[src/rtl/bram_block_streamer_pkg.sv]
// Shared types and constants for the BRAM block streamer.
package bram_block_streamer_pkg;

  // Cycles from a read request to its data returning from the paired reader.
  localparam int unsigned ReadLatency = 2;

  // The in_flight counter can never exceed the reader latency.
  localparam int unsigned InFlightW = $clog2(ReadLatency + 1);

  typedef enum logic [1:0] {
    StIdle,
    StStream,
    StDrain,
    StDone
  } state_e;

endpackage

[src/rtl/bram_block_streamer_if.sv]
// Valid/ready block stream with a last flag.
interface bram_block_streamer_if #(
  parameter int unsigned WIDTH = 32
) ();

  logic [WIDTH-1:0] block;
  logic             block_valid;
  logic             block_ready;
  logic             block_last;

  modport master (
    output block,
    output block_valid,
    output block_last,
    input  block_ready
  );

  modport slave (
    input  block,
    input  block_valid,
    input  block_last,
    output block_ready
  );

endinterface

[src/rtl/bram_block_streamer_block_sync_fifo.sv]
// Show-ahead synchronous FIFO with occupancy count; no write-to-read bypass.
module block_sync_fifo #(
  parameter int unsigned WIDTH = 32,
  parameter int unsigned DEPTH = 4
) (
  input  logic                       clk,
  input  logic                       rst,
  input  logic                       push,
  input  logic                       pop,
  input  logic [WIDTH-1:0]           din,
  output logic [WIDTH-1:0]           dout,
  output logic                       empty,
  output logic                       full,
  output logic [$clog2(DEPTH+1)-1:0] count
);

  localparam int unsigned PtrW = $clog2(DEPTH);
  localparam int unsigned CntW = $clog2(DEPTH + 1);

  logic [WIDTH-1:0] mem_q [DEPTH];
  logic [PtrW-1:0]  wr_ptr_q, rd_ptr_q;
  logic [CntW-1:0]  count_q;
  logic             do_push, do_pop;

  assign empty   = (count_q == '0);
  assign full    = (count_q == CntW'(DEPTH));
  assign count   = count_q;
  assign dout    = mem_q[rd_ptr_q];
  assign do_pop  = pop && !empty;
  // A push into a full FIFO only lands if a pop frees the slot in the same cycle.
  assign do_push = push && (!full || do_pop);

  // Pointers and occupancy; pointers wrap naturally since DEPTH is a power of two.
  always_ff @(posedge clk) begin
    if (rst) begin
      wr_ptr_q <= '0;
      rd_ptr_q <= '0;
      count_q  <= '0;
    end else begin
      if (do_push) wr_ptr_q <= wr_ptr_q + PtrW'(1);
      if (do_pop)  rd_ptr_q <= rd_ptr_q + PtrW'(1);
      unique case ({do_push, do_pop})
        2'b10:   count_q <= count_q + CntW'(1);
        2'b01:   count_q <= count_q - CntW'(1);
        default: count_q <= count_q;
      endcase
    end
  end

  // Storage array, no reset needed.
  always_ff @(posedge clk) begin
    if (do_push) mem_q[wr_ptr_q] <= din;
  end

  a_no_overflow: assert property (@(posedge clk) disable iff (rst) push |-> (!full || pop));

endmodule

[src/rtl/bram_block_streamer.sv]
// Issues NUM_BLOCKS sequential read requests per pass and re-times the
// fixed-latency read data into a valid/ready stream through a small FIFO.
module bram_block_streamer
  import bram_block_streamer_pkg::*;
#(
  parameter int unsigned REGISTER_SIZE = 32,
  parameter int unsigned NUM_BLOCKS    = 128,
  parameter int unsigned FIFO_DEPTH    = 4
) (
  input  logic                     clk_in,
  input  logic                     rst_in,
  input  logic                     start_in,
  output logic                     read_next_block_valid_out,
  input  logic [REGISTER_SIZE-1:0] read_block_in,
  input  logic                     read_block_pipe2_valid_in,
  bram_block_streamer_if.master    stream,
  output logic                     busy_out,
  output logic                     done_out
);

  localparam int unsigned CntW     = $clog2(NUM_BLOCKS) + 1;
  localparam int unsigned FifoCntW = $clog2(FIFO_DEPTH + 1);
  localparam int unsigned CreditW  = $clog2(FIFO_DEPTH + ReadLatency + 1);

  if (NUM_BLOCKS < 2) begin : g_bad_num_blocks
    $error("NUM_BLOCKS must be at least 2");
  end
  if (FIFO_DEPTH < 3 || (FIFO_DEPTH & (FIFO_DEPTH - 1)) != 0) begin : g_bad_fifo_depth
    $error("FIFO_DEPTH must be a power of two and at least 3");
  end

  state_e                   state_q;
  logic                     busy_q, done_q;
  logic [CntW-1:0]          req_count_q, out_count_q;
  logic [InFlightW-1:0]     in_flight_q, in_flight_d;
  logic [FifoCntW-1:0]      fifo_count;
  logic                     fifo_empty, fifo_full;
  logic [REGISTER_SIZE-1:0] fifo_dout;
  logic                     credit, req, xfer, block_valid, block_last;

  // Words already buffered plus words still on their way must fit the FIFO.
  assign credit = (CreditW'(fifo_count) + CreditW'(in_flight_q)) < CreditW'(FIFO_DEPTH);
  assign req    = (state_q == StStream) && credit;

  assign block_valid = !fifo_empty;
  assign xfer        = block_valid && stream.block_ready;
  assign block_last  = block_valid && (out_count_q == CntW'(NUM_BLOCKS - 1));

  assign read_next_block_valid_out = req;
  assign busy_out                  = busy_q;
  assign done_out                  = done_q;

  // Gate the FIFO head so block is zero whenever nothing is valid.
  assign stream.block       = block_valid ? fifo_dout : '0;
  assign stream.block_valid = block_valid;
  assign stream.block_last  = block_last;

  // Outstanding-request count: up on request, down on returned data.
  always_comb begin
    in_flight_d = in_flight_q;
    if (req && !read_block_pipe2_valid_in) begin
      in_flight_d = in_flight_q + InFlightW'(1);
    end else if (!req && read_block_pipe2_valid_in) begin
      in_flight_d = in_flight_q - InFlightW'(1);
    end
  end

  // Pass control FSM with its counters and registered busy/done.
  always_ff @(posedge clk_in) begin
    if (rst_in) begin
      state_q     <= StIdle;
      busy_q      <= 1'b0;
      done_q      <= 1'b0;
      req_count_q <= '0;
      out_count_q <= '0;
      in_flight_q <= '0;
    end else begin
      in_flight_q <= in_flight_d;
      if (xfer) out_count_q <= out_count_q + CntW'(1);
      unique case (state_q)
        StIdle: begin
          if (start_in) begin
            state_q     <= StStream;
            busy_q      <= 1'b1;
            req_count_q <= '0;
            out_count_q <= '0;
          end
        end
        StStream: begin
          if (req) begin
            req_count_q <= req_count_q + CntW'(1);
            if (req_count_q == CntW'(NUM_BLOCKS - 1)) state_q <= StDrain;
          end
        end
        StDrain: begin
          // The last block leaving means nothing is buffered or outstanding.
          if (xfer && block_last && in_flight_q == '0) begin
            state_q <= StDone;
            busy_q  <= 1'b0;
            done_q  <= 1'b1;
          end
        end
        StDone: begin
          state_q <= StIdle;
          done_q  <= 1'b0;
        end
        default: state_q <= StIdle;
      endcase
    end
  end

  block_sync_fifo #(
    .WIDTH (REGISTER_SIZE),
    .DEPTH (FIFO_DEPTH)
  ) u_fifo (
    .clk   (clk_in),
    .rst   (rst_in),
    .push  (read_block_pipe2_valid_in),
    .pop   (xfer),
    .din   (read_block_in),
    .dout  (fifo_dout),
    .empty (fifo_empty),
    .full  (fifo_full),
    .count (fifo_count)
  );

  a_data_expected: assert property (@(posedge clk_in) disable iff (rst_in)
    read_block_pipe2_valid_in |-> (in_flight_q != '0));
  a_fifo_room: assert property (@(posedge clk_in) disable iff (rst_in)
    read_block_pipe2_valid_in |-> (!fifo_full || xfer));
  a_in_flight_bound: assert property (@(posedge clk_in) disable iff (rst_in)
    in_flight_q <= InFlightW'(ReadLatency));

endmodule

[src/flat_wrapper.sv]
// flat-port wrapper written by rule: the top's interface ports become plain ports
module bram_block_streamer_flat import bram_block_streamer_pkg::*;
#(
  parameter int unsigned REGISTER_SIZE = 32,
  parameter int unsigned NUM_BLOCKS    = 128,
  parameter int unsigned FIFO_DEPTH    = 4
)
  (clk_in, rst_in, start_in, read_next_block_valid_out, read_block_in, read_block_pipe2_valid_in, busy_out, done_out, stream_block, stream_block_valid, stream_block_last, stream_block_ready);
  bram_block_streamer_if #(.WIDTH((32))) stream_i ();
  input  logic clk_in;
  input  logic rst_in;
  input  logic start_in;
  output logic read_next_block_valid_out;
  input  logic [REGISTER_SIZE-1:0] read_block_in;
  input  logic read_block_pipe2_valid_in;
  output logic busy_out;
  output logic done_out;
  output wire logic [$bits(stream_i.block)-1:0] stream_block;
  output wire logic [$bits(stream_i.block_valid)-1:0] stream_block_valid;
  output wire logic [$bits(stream_i.block_last)-1:0] stream_block_last;
  input wire logic [$bits(stream_i.block_ready)-1:0] stream_block_ready;
  assign stream_block = stream_i.block;
  assign stream_block_valid = stream_i.block_valid;
  assign stream_block_last = stream_i.block_last;
  assign stream_i.block_ready = stream_block_ready;
  bram_block_streamer #(.REGISTER_SIZE(REGISTER_SIZE), .NUM_BLOCKS(NUM_BLOCKS), .FIFO_DEPTH(FIFO_DEPTH)) u_core (.clk_in(clk_in), .rst_in(rst_in), .start_in(start_in), .read_next_block_valid_out(read_next_block_valid_out), .read_block_in(read_block_in), .read_block_pipe2_valid_in(read_block_pipe2_valid_in), .stream(stream_i), .busy_out(busy_out), .done_out(done_out));
endmodule
[config.mk]
export PLATFORM = sky130hd
export DESIGN_NAME = bram_block_streamer_flat
export DESIGN_NICKNAME = d
export VERILOG_FILES = /design/src/rtl/bram_block_streamer_pkg.sv /design/src/rtl/bram_block_streamer_if.sv /design/src/rtl/bram_block_streamer_block_sync_fifo.sv /design/src/rtl/bram_block_streamer.sv /design/src/flat_wrapper.sv
export SDC_FILE = /design/constraint.sdc
export NUM_CORES = 1
export LEC_CHECK = 0
export BUFFER_PORTS_ARGS = -buffer_cell sky130_fd_sc_hd__buf_2
export CAP_MARGIN = 20
export CORE_ASPECT_RATIO = 0.75
export CORE_MARGIN = 5
export CORE_UTILIZATION = 52
export DETAILED_ROUTE_END_ITERATION = 10
export PLACE_DENSITY = 0.75
export SLEW_MARGIN = 25
export SYNTH_ARGS = -nofsm -noshare
export SYNTH_HDL_FRONTEND = slang
export SYNTH_HIERARCHICAL = 1
export SYNTH_SLANG_ARGS = --single-unit
[constraint.sdc]
create_clock -name clk_in -period 3 [get_ports clk_in]
set_clock_uncertainty 0.1 [all_clocks]
set_input_delay 0.6 -clock clk_in [delete_from_list [all_inputs] [get_ports clk_in]]
set_output_delay 0.6 -clock clk_in [all_outputs]
set_load 0.05 [all_outputs]
Yosys cells after proc, flatten, opt, wreduce, memory -nomap -nowiden
Memory sizes are Yosys's and may differ from the RTL's. A register that Yosys moved wholly into a read port is not among the register bits.
Index checks and enable logic that the tools add are counted.
- word-level logic and storage cells: 82
- memories: 1
- bits in writable memories: 128
- bits of input ports: 37
- register bits: 29
- memories (name ; words ; bits a word ; rd ports ; clocked after Yosys merged registers in ; wr ports ; RTL line ; source):
    u_core.u_fifo.mem_q ; 4 ; 32 ; 1 ; 1 ; 1 ; bram_block_streamer_block_sync_fifo.sv:20 ; logic [WIDTH-1:0] mem_q [DEPTH];
- muxes and demuxes: 24
- reduce and logical (&&, ||, !) cells: 26
- $add $sub $neg: 9
- magnitude comparators: 1
- equality and inequality tests: 12
- operators with widths (kind ; count):
    two-way mux 8 bit ; 5
    two-way mux 32 bit ; 1
    adder 8 x 1 -> 8 bit, second input constant ; 2
    == test 8 x 7 -> 1 bit, second input constant ; 2
    two-way mux 2 bit ; 8
    one-hot mux 8 bit (2 select lines) ; 1
    nonzero test 2 bit ; 5
    logical AND 1 bit ; 9
    one-hot mux 2 bit (4 select lines) ; 1
    adder 2 x 1 -> 2 bit, second input constant ; 3
    == test 2 bit, second input constant ; 3
    one-hot mux 3 bit (2 select lines) ; 1
    AND reduction 3 bit ; 2
    two-way mux 1 bit ; 5
    == test 2 x 1 -> 1 bit, second input constant ; 2
    logical NOT 1 bit ; 4
    logical NOT 2 bit ; 2
    inequality test 2 x 1 -> 1 bit, second input constant ; 2
    inequality test 2 bit, second input constant ; 2
    one-hot mux 1 bit (2 select lines) ; 2
    AND reduction 4 bit ; 1
    adder 3 x 1 -> 3 bit, second input constant ; 1
    adder 3 x 2 -> 3 bit ; 1
    == test 3 bit, second input constant ; 1
    other kinds (6) ; 6

Depth between registers and ports, before layout
- depth in word-level cells: 8
- gate-level depth with buffers: 12
- gate-level depth less buffers: 11

By module
Netlist, hierarchy kept.
- by module, submodules not included (module ; instances ; cells an instance ; area each (µm²) ; seq. area each (µm²)):
    block_sync_fifo ; 1 ; 221 ; 5146.2 ; 4023.9
    bram_block_streamer ; 1 ; 173 ; 1385.1 ; 440.4

Least setup slack after synthesis
No wires, ideal clock.
- kind: flip-flop to flip-flop
- from: register u_core.u_fifo.count_q[1] (netlist: u_core/u_fifo/count[1])
- to: register u_core.in_flight_q[1]
- cell stages (with the launch flop): 8
- setup slack: 0.073 ns
- data required time: 2.829 ns
- arrival: 2.757 ns
- buffers on the path: 0
- period minus slack after synthesis: 2.927 ns
- path through: dfxtp_1 ha_1 a311o_1 and3_4 nor2_1 ha_1 or3_1 a21oi_1
- cells in the longest elaborated chain, start to end: 6
- elaborated cells on any way between the ends: 8
- RTL lines (what ; RTL line ; source):
    from (decl) ; bram_block_streamer_block_sync_fifo.sv:22 ; logic [CntW-1:0] count_q;
    from (signal assigned) ; bram_block_streamer_block_sync_fifo.sv:43 ; 2'b10: count_q <= count_q + CntW'(1);
    from (signal assigned) ; bram_block_streamer_block_sync_fifo.sv:44 ; 2'b01: count_q <= count_q - CntW'(1);
    from (signal assigned) ; bram_block_streamer_block_sync_fifo.sv:45 ; default: count_q <= count_q;
    adder 3 x 2 -> 3 bit (*) ; bram_block_streamer.sv:42 ; assign credit = (CreditW'(fifo_count) + CreditW'(in_flight_q)) < CreditW'(FIFO_DEPTH);
    < comparator 3 bit (*) ; bram_block_streamer.sv:42 ;
    logical AND 1 bit (*) ; bram_block_streamer.sv:43 ; assign req = (state_q == StStream) && credit;
    named net read_next_block_valid_out ; flat_wrapper.sv:13 ; output logic read_next_block_valid_out;
    logical NOT 1 bit ; bram_block_streamer.sv:63 ; end else if (!req && read_block_pipe2_valid_in) begin
    logical AND 1 bit ; bram_block_streamer.sv:63 ;
    nonzero test 2 bit (no source line) ; -- ;
    to (signal assigned) ; bram_block_streamer.sv:78 ; in_flight_q <= in_flight_d;
    to (decl) ; bram_block_streamer.sv:35 ; logic [InFlightW-1:0] in_flight_q, in_flight_d;
Mark *: on every way through the listed nets, which the timed path passes. The rest lies on a longest branch.
A chain may end at the register's enable or synchronous reset.

Worst setup path after layout
- from: register u_core.u_fifo.count_q[1] (netlist: u_core/u_fifo/count[1])
- to: output read_next_block_valid_out
- cells in the longest elaborated chain, start to end: 3
- RTL lines (what ; RTL line):
    adder 3 x 2 -> 3 bit ; bram_block_streamer.sv:42
    < comparator 3 bit ; bram_block_streamer.sv:42
    logical AND 1 bit ; bram_block_streamer.sv:43
    to (decl) ; flat_wrapper.sv:13
No other way between the ends.

==> results.md <==
Placement:
- The weighted congestion at the end of routability-driven global placement is 0.816.
- The count of buffers inserted at the top-level ports is 73.
- Including well taps, the total number of placed cells is 630.
- Detailed placement ended at an HPWL of 7.87 mm.

Global routing:
- The remaining global-route overflow is 0.
- The wire length of the first global-routing pass is 19.5 mm.
- Global routing used 16.9% of the available tracks across all layers.
- Entering global routing, the biggest net connects 36 pins.
- The initial antenna violation count is 0.
- The number of global-route vias before repair came to 3757.

Worst setup path:
- The critical path class is reg2out.
- Data on the critical path arrives at its endpoint at 2.13 ns.
- The biggest fanout along the worst timing path is 6.
- The worst-path cell with the longest stage delay is sky130_fd_sc_hd__dfxtp_1.
- The required time at the worst-slack endpoint is 2.30 ns.
- The element type at the critical path end is an output pin.
- On the worst path, the slowest cell contributes a delay of 0.46 ns.
- The critical path goes through ha_1 -> a311o_1 -> and3_4 -> nor2_1 -> clkbuf_4.
- STA classifies the critical path startpoint as a register.

Clocking:
- Counting every sink on the clock net gives 159.
- The clock tree synthesis step divided the H-tree into 4 levels.
- TritonCTS created 17 clock buffers.
- Hold repair after CTS inserted 0 buffers.
- The post-CTS clock slew at the launch and capture registers of the worst setup and hold paths is 0.06 ns.
- The clock root buffer master is sky130_fd_sc_hd__clkbuf_16.
- No sink is reached through more buffers than the 2 on the longest clock path.
- TritonCTS built the clock tree.
- For the worst-skew pair, the clock arrives at the later sink with an insertion delay of 0.41 ns.

Floorplan:
- The x dimension of the die is 139 um.
- For this configuration, the core starts out at a cell density of 53.1%.
- The count of standard-cell rows is 35.
- Measured along the y axis, the die boundary spans 107 um.
- The core region is 12300 um^2.
- The floorplan die area is 14900 um^2.
- The number of top-level pins is 74.

Finish:
- Fill cells in the final layout number 867.
- The area added between synthesis and finish is 18.4%.
- Cells with a size suffix above 1 make up 32.9% of the layout.
- The number of diodes added for antenna fixing is 0.
- The net count reported at finish is 534.
- Once layout is complete, the cells apart from fillers number 662.

Detailed routing:
- Wire segments on met3 add up to 722 um in the final route.
- The first TritonRoute pass finished after 4 iterations.
- In the routed layout, each cell is associated on average with a via count of 5.42.
- The total wire length after detailed routing is 11.8 mm.
- The starting DRC count in detailed routing is 237.
- The count of nets left with antenna violations once routing finished came out at 0.
- After detailed routing, the number of remaining DRC violations is 0.
- The highest metal layer with signal wires is met4.
- The met1 layer wirelength in the final routing is 5.29 mm.
- The final route contains 3591 vias.
- The mean routed wirelength per cell is 17.9 um.
- The total length of routed met2 wires is 5.69 mm.

Outcome:
- The run finished with clean final reports.

STA:
- The worst pin sits at a relative slew slack of 68.5%.
- The slew at the pin with the worst max-slew slack is 0.473 ns.
- The setup violation total in the final timing report is 0.
- Setup repair after global routing left no endpoint under its margin.
- The number of failing hold endpoints at the final stage is 0.
- The post-layout minimum cycle time is 2.83 ns.
- The final hold slack is 0.302 ns.
- Setup total negative slack on the finished layout was measured at 0 ns.
- The number of max-slew violations in the final report is 0.
- The fmax is 0.354 GHz.
- Dividing the final minimum period by the clock period gives 94.3%.

Synth:
- The post-synth net total is 445.
- The dominant cell type by area after synthesis is sky130_fd_sc_hd__edfxtp_1.
- In this run, distinct cell masters in the synthesized netlist total 46.
- Synthesis handed over a netlist of 394 instances.
- The proportion of synthesized chip area in sequential cells is 68.4%.
- The top cell type by area accounts for 58.9% of the synthesized area.
- The synthesis warning total is 6.
- After synthesis, the cell types taking the most area are sky130_fd_sc_hd__edfxtp_1, sky130_fd_sc_hd__mux4_2, sky130_fd_sc_hd__dfxtp_1.
- Summing every instance area after synthesis gives 6530 um^2.
- Counting flops and latches in the post-synthesis netlist gives 159.
- The average instance in the mapped netlist occupies 16.6 um^2.

Power and ir drop:
- Net switching is 35.7% of the power.
- The design draws 0.00695 W.
- The total net switching power is 0.00248 W.
- The share of total power dissipated in sequential elements is 38.7%.
- The internal power contribution is 0.00447 W.
- Dividing total power by cell area gives a power density of 899 nW/um^2.
- The fraction of power consumed by combinational cells is 31.9%.
- VDD sags by at most 0.463 mV.
- The share of total power in the clock network is 29.4%.
- The leakage power figure is 2.76 nW.

Job:
- Max-cap violations in this run came to 0.

Worst hold path:
- In this run the worst hold path is classified as in2reg.
stage by stage:
stage               setup WS, ns  cell area, um^2  utilization, %
finish                     0.172             7730            62.8
global route              0.0413             7730            62.8
CTS                        0.118             7730            62.8
detailed placement         0.368             7150            58.1
global placement           0.494             7150            58.1
floorplan                 0.0727             6530               -
cells in the mapped netlist, drive strengths merged:
library cell and instances:
a211o 1, a211oi 1, a21boi 1, a21oi 15, a22oi 1, a311o 2, a31oi 1, and2 4
and3 4, buf 8, clkbuf 7, dfxtp 31, edfxtp 128, fa 1, ha 13, inv 16
mux2 2, mux2i 3, mux4 32, nand2 6, nand2b 5, nand3 3, nand3b 3, nand4 5
nor2 26, nor2b 35, nor3 4, nor3b 1, o21ai 11, o31ai 2, o41a 1, or2b 1
or3 7, or4 1, or4b 1, or4bb 1, xnor2 1, xor2 9
cells by family (layout without fill, tap and decap cells):
| family | count (synthesis) | count (layout) | share of synthesized area, % |
|---|---|---|---|
| flops | 159 | 159 | 68.4 |
| simple gates | 107 | 107 | 9.46 |
| mux | 37 | 37 | 11.9 |
| compound gates | 36 | 36 | 3.45 |
| buf+inv | 31 | 133 | 2.70 |
| fa+ha+maj | 14 | 14 | 2.80 |
| xor+xnor | 10 | 10 | 1.34 |
layout by cell type (no fill, tap or decap), types with 3 or more instances in the layout:
cell type	Yosys	routed
sky130_fd_sc_hd__nand3_1	3	3
sky130_fd_sc_hd__a21oi_1	15	15
sky130_fd_sc_hd__xor2_1	9	9
sky130_fd_sc_hd__inv_6	0	3
sky130_fd_sc_hd__or3_1	5	5
sky130_fd_sc_hd__buf_12	3	5
sky130_fd_sc_hd__o21ai_0	11	11
sky130_fd_sc_hd__buf_2	3	72
sky130_fd_sc_hd__dfxtp_1	31	29
sky130_fd_sc_hd__clkinv_4	0	4
sky130_fd_sc_hd__nor2b_1	35	35
sky130_fd_sc_hd__edfxtp_1	128	128
sky130_fd_sc_hd__nor3_1	4	3
sky130_fd_sc_hd__and2_2	4	4
sky130_fd_sc_hd__and3_1	3	3
sky130_fd_sc_hd__mux2i_1	3	3
sky130_fd_sc_hd__nand4_1	5	5
sky130_fd_sc_hd__nand2_1	6	6
sky130_fd_sc_hd__nand2b_1	5	5
sky130_fd_sc_hd__inv_1	16	16
sky130_fd_sc_hd__ha_1	13	13
sky130_fd_sc_hd__buf_4	0	7
sky130_fd_sc_hd__clkbuf_1	7	3
sky130_fd_sc_hd__clkbuf_16	0	19
sky130_fd_sc_hd__nand3b_1	3	3
sky130_fd_sc_hd__mux4_2	32	32
sky130_fd_sc_hd__nor2_1	26	26
final cells by class:
cell class	instances	area [um^2]	area share (%)
inverters	16	60.1	0.777
clock buffers	24	514	6.65
well taps	166	208	2.69
multi-input cells	204	1900	24.5
repair buffers	85	520	6.73
clock inverters	8	66.3	0.858
flip-flops and latches	159	4470	57.8
power groups by stage:
stage	sequential, W	combinational [W]	clock (W)
6_report	0.00269	0.00222	0.00204
2_1_floorplan	0.00270	0.00174	0
3_3_place_gp	0.00272	0.00220	0
4_1_cts	0.00269	0.00224	0.00210
3_5_place_dp	0.00274	0.00223	0
5_1_grt	0.00271	0.00238	0.00222
final timing paths:
check / startpoint / endpoint / slack, ns / cells past startpoint
hold reg to reg: u_core/done_out / u_core/done_out / 0.38 / 2
setup / recovery: u_core/u_fifo/count[1] / read_next_block_valid_out / 0.17 / 5
hold / removal: read_block_in[3] / u_core/u_fifo/mem_q[2][3] / 0.30 / 1
setup reg to reg: u_core/u_fifo/count[0] / u_core/u_fifo/count[2] / 0.41 / 10
sequential cells by signal (all words and copies together), names as in the netlist, named ones only:
name	count
u_core/u_fifo/rd_ptr_q	2
u_core/out_count_q	8
u_core/u_fifo/count	3
u_core/u_fifo/mem_q	128
u_core/done_out	1
u_core/req_count_q	8
u_core/busy_out	1
u_core/u_fifo/wr_ptr_q	2
u_core/state_q	2
u_core/in_flight_q	2
critical path, delay by kind of cell (launching register included):
family	cells	cell delay (ns)
AOI/OAI and AO/OA	1	0.37
adders and majority gates	1	0.30
buffers and inverters	1	0.26
DFF	1	0.46
and+or+nand+nor	2	0.34
repair_timing:
action	in CTS	in global routing
endpoints found under the hold margin	0	0
resized for setup	0	1
setup endpoints to repair	0	1
setup buffers	0	0
routing by layer:
layer | vias to the layer above | GRT usage (%)
li1 | 1674 | -
met1 | 1786 | 22.7
met2 | 122 | 27.0
met3 | 9 | 5.62
met4 | 0 | 4.40
met5 | - | 0
(Power assumes the default switching activity.)
